**src/rtl/serial_subtractor_ctrl.sv**
```systemverilog
// serial_subtractor_ctrl: bit-serial a-b, LSB first, full subtractor from two half subtractors
// under a start/busy/done handshake.
module serial_subtractor_ctrl #(
  parameter int WIDTH = 8
) (
  input  logic             clk,
  input  logic             rst,
  input  logic             start,
  input  logic [WIDTH-1:0] a,
  input  logic [WIDTH-1:0] b,
  output logic             busy,
  output logic             done,
  output logic [WIDTH-1:0] diff,
  output logic             borrow_out
);
  localparam int CW = WIDTH > 1 ? $clog2(WIDTH) : 1;
  typedef enum logic [1:0] {IDLE, SHIFT, DONE} state_t;
  state_t r_state, w_next;
  logic [WIDTH-1:0] r_a, r_b, r_res, w_res;
  logic [CW-1:0] r_cnt;
  logic r_brw, w_d1, w_b1, w_d, w_b2, w_brw, w_last;
  assign w_d1   = r_a[0] ^ r_b[0];
  assign w_b1   = ~r_a[0] & r_b[0];
  assign w_d    = w_d1 ^ r_brw;
  assign w_b2   = ~w_d1 & r_brw;
  assign w_brw  = w_b1 | w_b2;
  // shift the new bit in at the top; written this way so WIDTH=1 needs no empty slice
  assign w_res  = WIDTH'({w_d, r_res} >> 1);
  assign w_last = r_cnt == CW'(WIDTH - 1);
  always_comb begin
    w_next = r_state;
    w_next = r_state == IDLE  ? (start ? SHIFT : IDLE) :
             r_state == SHIFT ? (w_last ? DONE : SHIFT) : IDLE;
    busy   = r_state == SHIFT;
    done   = r_state == DONE;
  end
  always_ff @(posedge clk or posedge rst) begin
    if (rst) begin
      r_state    <= IDLE;
      r_a        <= '0;
      r_b        <= '0;
      r_res      <= '0;
      r_brw      <= 1'b0;
      r_cnt      <= '0;
      diff       <= '0;
      borrow_out <= 1'b0;
    end else begin
      r_state <= w_next;
      if (r_state == IDLE && start) begin
        r_a   <= a;
        r_b   <= b;
        r_brw <= 1'b0;
        r_cnt <= '0;
      end else if (r_state == SHIFT) begin
        r_a   <= r_a >> 1;
        r_b   <= r_b >> 1;
        r_brw <= w_brw;
        r_res <= w_res;
        r_cnt <= r_cnt + 1'b1;
        if (w_last) begin
          diff       <= w_res;
          borrow_out <= w_brw;
        end
      end
    end
  end
endmodule

```
**config.mk**
```make
export PLATFORM = sky130hd
export DESIGN_NAME = serial_subtractor_ctrl
export DESIGN_NICKNAME = d
export VERILOG_FILES = /design/src/rtl/serial_subtractor_ctrl.sv
export SDC_FILE = /design/constraint.sdc
export NUM_CORES = 1
export LEC_CHECK = 0
export CAP_MARGIN = 20
export CORE_MARGIN = 2
export CORE_UTILIZATION = 25
export CTS_BUF_LIST = sky130_fd_sc_hd__clkbuf_4
export DETAILED_ROUTE_END_ITERATION = 10
export PLACE_DENSITY = 0.53
export SETUP_SLACK_MARGIN = 0.05
export SLEW_MARGIN = 10
export SYNTH_ARGS = -nofsm -noshare
export SYNTH_HDL_FRONTEND = slang
export SYNTH_SLANG_ARGS = --single-unit
```
**constraint.sdc**
```tcl
create_clock -name clk -period 1.76 [get_ports clk]
set_clock_uncertainty 0.05 [all_clocks]
set_input_delay 0.44 -clock clk [delete_from_list [all_inputs] [get_ports clk]]
set_output_delay 0.44 -clock clk [all_outputs]
set_load 0.01 [all_outputs]
```
## After elaboration in Yosys (flattened, before gate mapping)

Index checks and enable logic that the tools add are counted.

| operators by class | value |
|---|---|
| $add $sub $neg | 1 |
| equal/unequal tests | 3 |
| multiplexer cells | 12 |
| bitwise operators | 8 |
| reductions and logical operators | 5 |

Operators by type and width:

| cell | count |
|---|---|
| two-way mux 8 bit | 4 |
| two-way mux 2 bit | 3 |
| two-way mux 3 bit | 2 |
| adder 3 x 1 -> 3 bit (second input constant) | 1 |
| == test 3 bit (second input constant) | 1 |
| two-way mux 1 bit | 3 |
| NOT 1 bit | 3 |
| AND reduction 3 bit | 1 |
| AND 1 bit | 2 |
| == test 2 x 1 -> 1 bit (second input constant) | 1 |
| == test 2 bit (second input constant) | 1 |
| logical NOT 2 bit | 1 |
| AND reduction 2 bit | 1 |
| nonzero test 2 bit | 1 |
| bitwise XOR 1 bit | 2 |
| logical AND 1 bit | 1 |
| OR 1 bit | 1 |

| storage, ports and cells | value |
|---|---|
| bits in registers | 39 |
| input port bits | 19 |
| output and inout port bits | 11 |
| word-level logic and storage cells | 37 |

## Logic depth before layout (Yosys ltp)

| logic depth | value |
|---|---|
| word-level depth | 6 |
| depth in mapped cells | 5 |
| depth with buffers taken out | 4 |

## Least setup slack after synthesis

No wires, ideal clock.

| path | value |
|---|---|
| kind | reg-to-reg |
| start point | register r_cnt[0] |
| end point | register diff[0] |
| setup time | 0.125 ns |
| arrival time | 1.348 ns |
| data required time | 1.585 ns |
| setup slack | 0.237 ns |
| cell stages (with the launch flop) | 6 |
| buffers on the path | 1 |
| clock period less this slack | 1.523 ns |
| path through | dfrtp_1 ha_1 ha_1 nand3b_1 buf_2 mux2_2 |

| on the way | value |
|---|---|
| longest elaborated chain between the ends | 2 |

Ends and longest elaborated chain:

| element | RTL line | source |
|---|---|---|
| start, declared | 20 | `logic [CW-1:0] r_cnt;` |
| start signal, assigned | 59 | `r_cnt <= r_cnt + 1'b1;` |
| == test 3 bit | 29 | `assign w_last = r_cnt == CW'(WIDTH - 1);` |
| AND reduction 3 bit (no source line) | n/a |  |
| end signal, assigned | 61 | `diff <= w_res;` |
| end, declared | 13 | `output logic [WIDTH-1:0] diff,` |

Every way passes these cells.
A chain may end at the register's enable or synchronous reset.

## Worst setup path after layout

| path | value |
|---|---|
| start point | register r_state[1] |
| end point | output done |

| on the way | value |
|---|---|
| longest elaborated chain between the ends | 1 |

Ends and longest elaborated chain:

| element | RTL line | source |
|---|---|---|
| start, declared | 18 | `state_t r_state, w_next;` |
| start signal, assigned | 48 | `r_state <= w_next;` |
| == test 2 bit | 35 | `done = r_state == DONE;` |
| end, declared | 12 | `output logic done,` |

Every way passes these cells.

==> results.sh <==
export IMPL_status="completed"
export IMPL_initial_core_util_pct=25.7
export IMPL_preCtsSetupSlack_ns=0.0561
export IMPL_ir_drop_mv=0.589
export IMPL_core_area_um2=6760
export IMPL_maxCapViolations=0
export IMPL_die_area_um2=7640
export IMPL_min_period_ns=1.63
export IMPL_syn_inst=142
export IMPL_wl_per_cell_um=13.8
export IMPL_clock_sinks=38
export IMPL_path_clk_slew_ns=0.12
export IMPL_port_buffers=29
export IMPL_switchingPower_mw=1.18
export IMPL_final_max_slew_viol_count=0
export IMPL_setup_tns_ns=0
export IMPL_vias=1187
export IMPL_leakagePower_nw=1.01
export IMPL_vias_per_cell=4.57
export IMPL_p_per_area_nw_per_um2=1600
export IMPL_cp_start_kind="flop"
export IMPL_wl_met3_um=183
export IMPL_grt_max_degree=39
export IMPL_syn_avg_cell_area_um2=12.2
export IMPL_wl_met1_um=1710
export IMPL_synth_xor_xnor_area_share_pct=0
export IMPL_antennaDiodeCount=0
export IMPL_period_share_pct=92.5
export IMPL_fmax_ghz=0.614
export IMPL_synth_edff_count=0
export IMPL_netSwitchingFraction_pct=33.0
export IMPL_hpwl_um=2460
export IMPL_synthToLayoutAreaGrowth_pct=28.9
export IMPL_final_cell_area_um2=2240
export IMPL_yosysSeqAreaShare_pct=54.7
export IMPL_drive_gt1_share_pct=22.8
export IMPL_tightest_slew_ns=0.467
export IMPL_clk_latency_ns=0.34
export IMPL_cts_buffer_depth=2
export IMPL_path_class="flop to output pin"
export IMPL_nNetsFinal=201
export IMPL_htree_levels=2
export IMPL_ys_types=29
export IMPL_reg2reg_slack_ns=0.18
export IMPL_multi_input_area_um2=654
export IMPL_die_h_um=87.4
export IMPL_grt_pass1_vias=1185
export IMPL_min_path_type="primary input to async pin"
export IMPL_grt_overflow=0
export IMPL_drt_first_pass_iters=4
export IMPL_rsz0062_at_grt="no"
export IMPL_worstPathArrival_ns=1.14
export IMPL_highest_signal_layer="met4"
export IMPL_relSlewSlack_pct=68.8
export IMPL_cts_tree="done"
export IMPL_post_dp_cell_area_um2=2170
export IMPL_synth_top_flop_cell="dfrtp_1"
export IMPL_synthAdderAreaFrac_pct=2.59
export IMPL_nFillCells=696
export IMPL_synthMuxAreaShare_pct=10.9
export IMPL_drc=0
export IMPL_cts_buffers=5
export IMPL_internal_power_mw=2.40
export IMPL_grt_total_usage_pct=9.88
export IMPL_ys_ff_latch=38
export IMPL_instances_no_fill=260
export IMPL_wl_met2_um=1670
export IMPL_hold_viol=0
export IMPL_endpoint_kind="output pin"
export IMPL_synth_compound_area_share_pct=9.93
export IMPL_synth_top_family_by_area="simple AND/OR/NAND/NOR gates"
export IMPL_crit_path_max_fanout=3
export IMPL_grt_pass1_wl_um=5820
export IMPL_async_flop_share_pct=100
export IMPL_clkPwrFrac_pct=16.6
export IMPL_antenna_found_initial=0
export IMPL_rows=30
export IMPL_die_x_um=87.4
export IMPL_ioPinCount=30
export IMPL_synth_fp_nets=164
export IMPL_drt_iter0_drc=43
export IMPL_combPwrFrac_pct=41.5
export IMPL_synth_area_um2=1740
export IMPL_setup_viol=0
export IMPL_synth_simple_area_share_pct=14.2
export IMPL_cts_hold_buf=0
export IMPL_yosysWarnings=0
export IMPL_p_seq_share_pct=41.9
export IMPL_p_total_mw=3.58
export IMPL_dpl_cell_count=250
export IMPL_seq_area_um2=951
export IMPL_place_congestion=0.696
export IMPL_final_setup_worst_slack_ns=0.132
export IMPL_wl_um=3580
export IMPL_ant_nets=0
export IMPL_clock_root_buffer="clkbuf_4"
export IMPL_required_ns=1.27
==> kinds of logic (layout without fill, tap and decap cells) <==
group / count (synthesis) / count (layout)
muxes: 17 / 17
adders and majority gates: 3 / 3
AOI/OAI and AO/OA: 21 / 21
DFF: 38 / 38
and+or+nand+nor: 32 / 32
buffers and inverters: 31 / 69
==> cell type report <==
class                      count  share of cell area (%)
sequential                    38                    42.4
multi-input combinational     73                    29.2
clock buffer                   5                    1.67
clock inverter                 3                    1.79
tap                           80                    4.46
timing repair buffer          41                    17.1
inverter                      20                    3.35
==> repair_timing <==
item,CTS,global route
gates resized for setup,15,1
pin swaps,0,0
endpoints found under the hold margin,0,0
setup buffers,2,0
setup endpoints to repair,11,1
==> state kept, by name, summed over array words and instances (netlist names) <==
register and count:
r_a 8, diff 8, r_b 8, r_state 2
borrow_out 1, r_res 7, r_brw 1, r_cnt 3
==> critical path, stage by stage (launching register included) <==
cell and delay [ns]:
dfrtp_1 0.42, nor2b_1 0.14, buf_4 0.12, buf_2 0.13
==> layout by cell type, fill, tap and decap left out, types with 7 or more instances in the layout <==
cell type	netlist	layout
dfrtp_1	38	38
inv_1	19	19
clkdlybuf4s50_1	0	18
mux2_2	16	16
nor3b_1	11	11
buf_4	1	10
dlygate4sd2_1	0	9
nor2b_1	8	8
nor4b_1	7	7
a211oi_1	7	7
==> power groups by stage <==
stage / Sequential [mW] / Combinational (mW) / Clock (mW)
after floorplan: 1.52 / 1.01 / 0
after global placement: 1.53 / 1.55 / 0
after detailed placement: 1.54 / 1.57 / 0
after CTS: 1.51 / 1.53 / 0.609
after global routing: 1.56 / 1.67 / 0.659
final: 1.50 / 1.49 / 0.593
==> cell usage after synthesis, types with 2 or more instances <==
cell      count  share of area [%]
dfrtp_1      38                 55
inv_1        19                4.1
mux2_2       16                 10
nor3b_1      11                4.7
nor2b_1       8                2.9
a211oi_1      7                3.0
nor4b_1       7                3.5
buf_2         5                1.4
a221oi_1      4                2.0
clkbuf_1      4               0.86
a222oi_1      3                1.7
a22o_1        2                1.0
ha_1          2                1.4
==> per-layer routing <==
metal / vias up / GRT usage, %
met3: 3 / 3.32
li1: 578 / -
met2: 25 / 15.3
met1: 581 / 13.1
met4: 0 / 2.94
met5: - / 0
==> metrics by stage <==
stage	hold slack [ns]	util, %
5_1_grt	0.391	33.2
3_3_place_gp	0.414	32.1
2_1_floorplan	0.400	-
4_1_cts	0.372	33.3
6_report	0.371	33.2
3_5_place_dp	0.421	32.1
==> worst paths after layout <==
kind                                  from  endpoint  cells after the start
min in group clk                    r_a[7]    r_a[7]                      1
worst max register to register    r_cnt[0]   diff[7]                      5
worst min register to register      r_a[7]    r_a[7]                      1
worst max-delay path            r_state[1]      done                      3
max in group asynchronous              rst    r_b[3]                      3
worst min-delay path                   rst   diff[3]                      3
No activity file was read; power rests on OpenSTA's default activity.
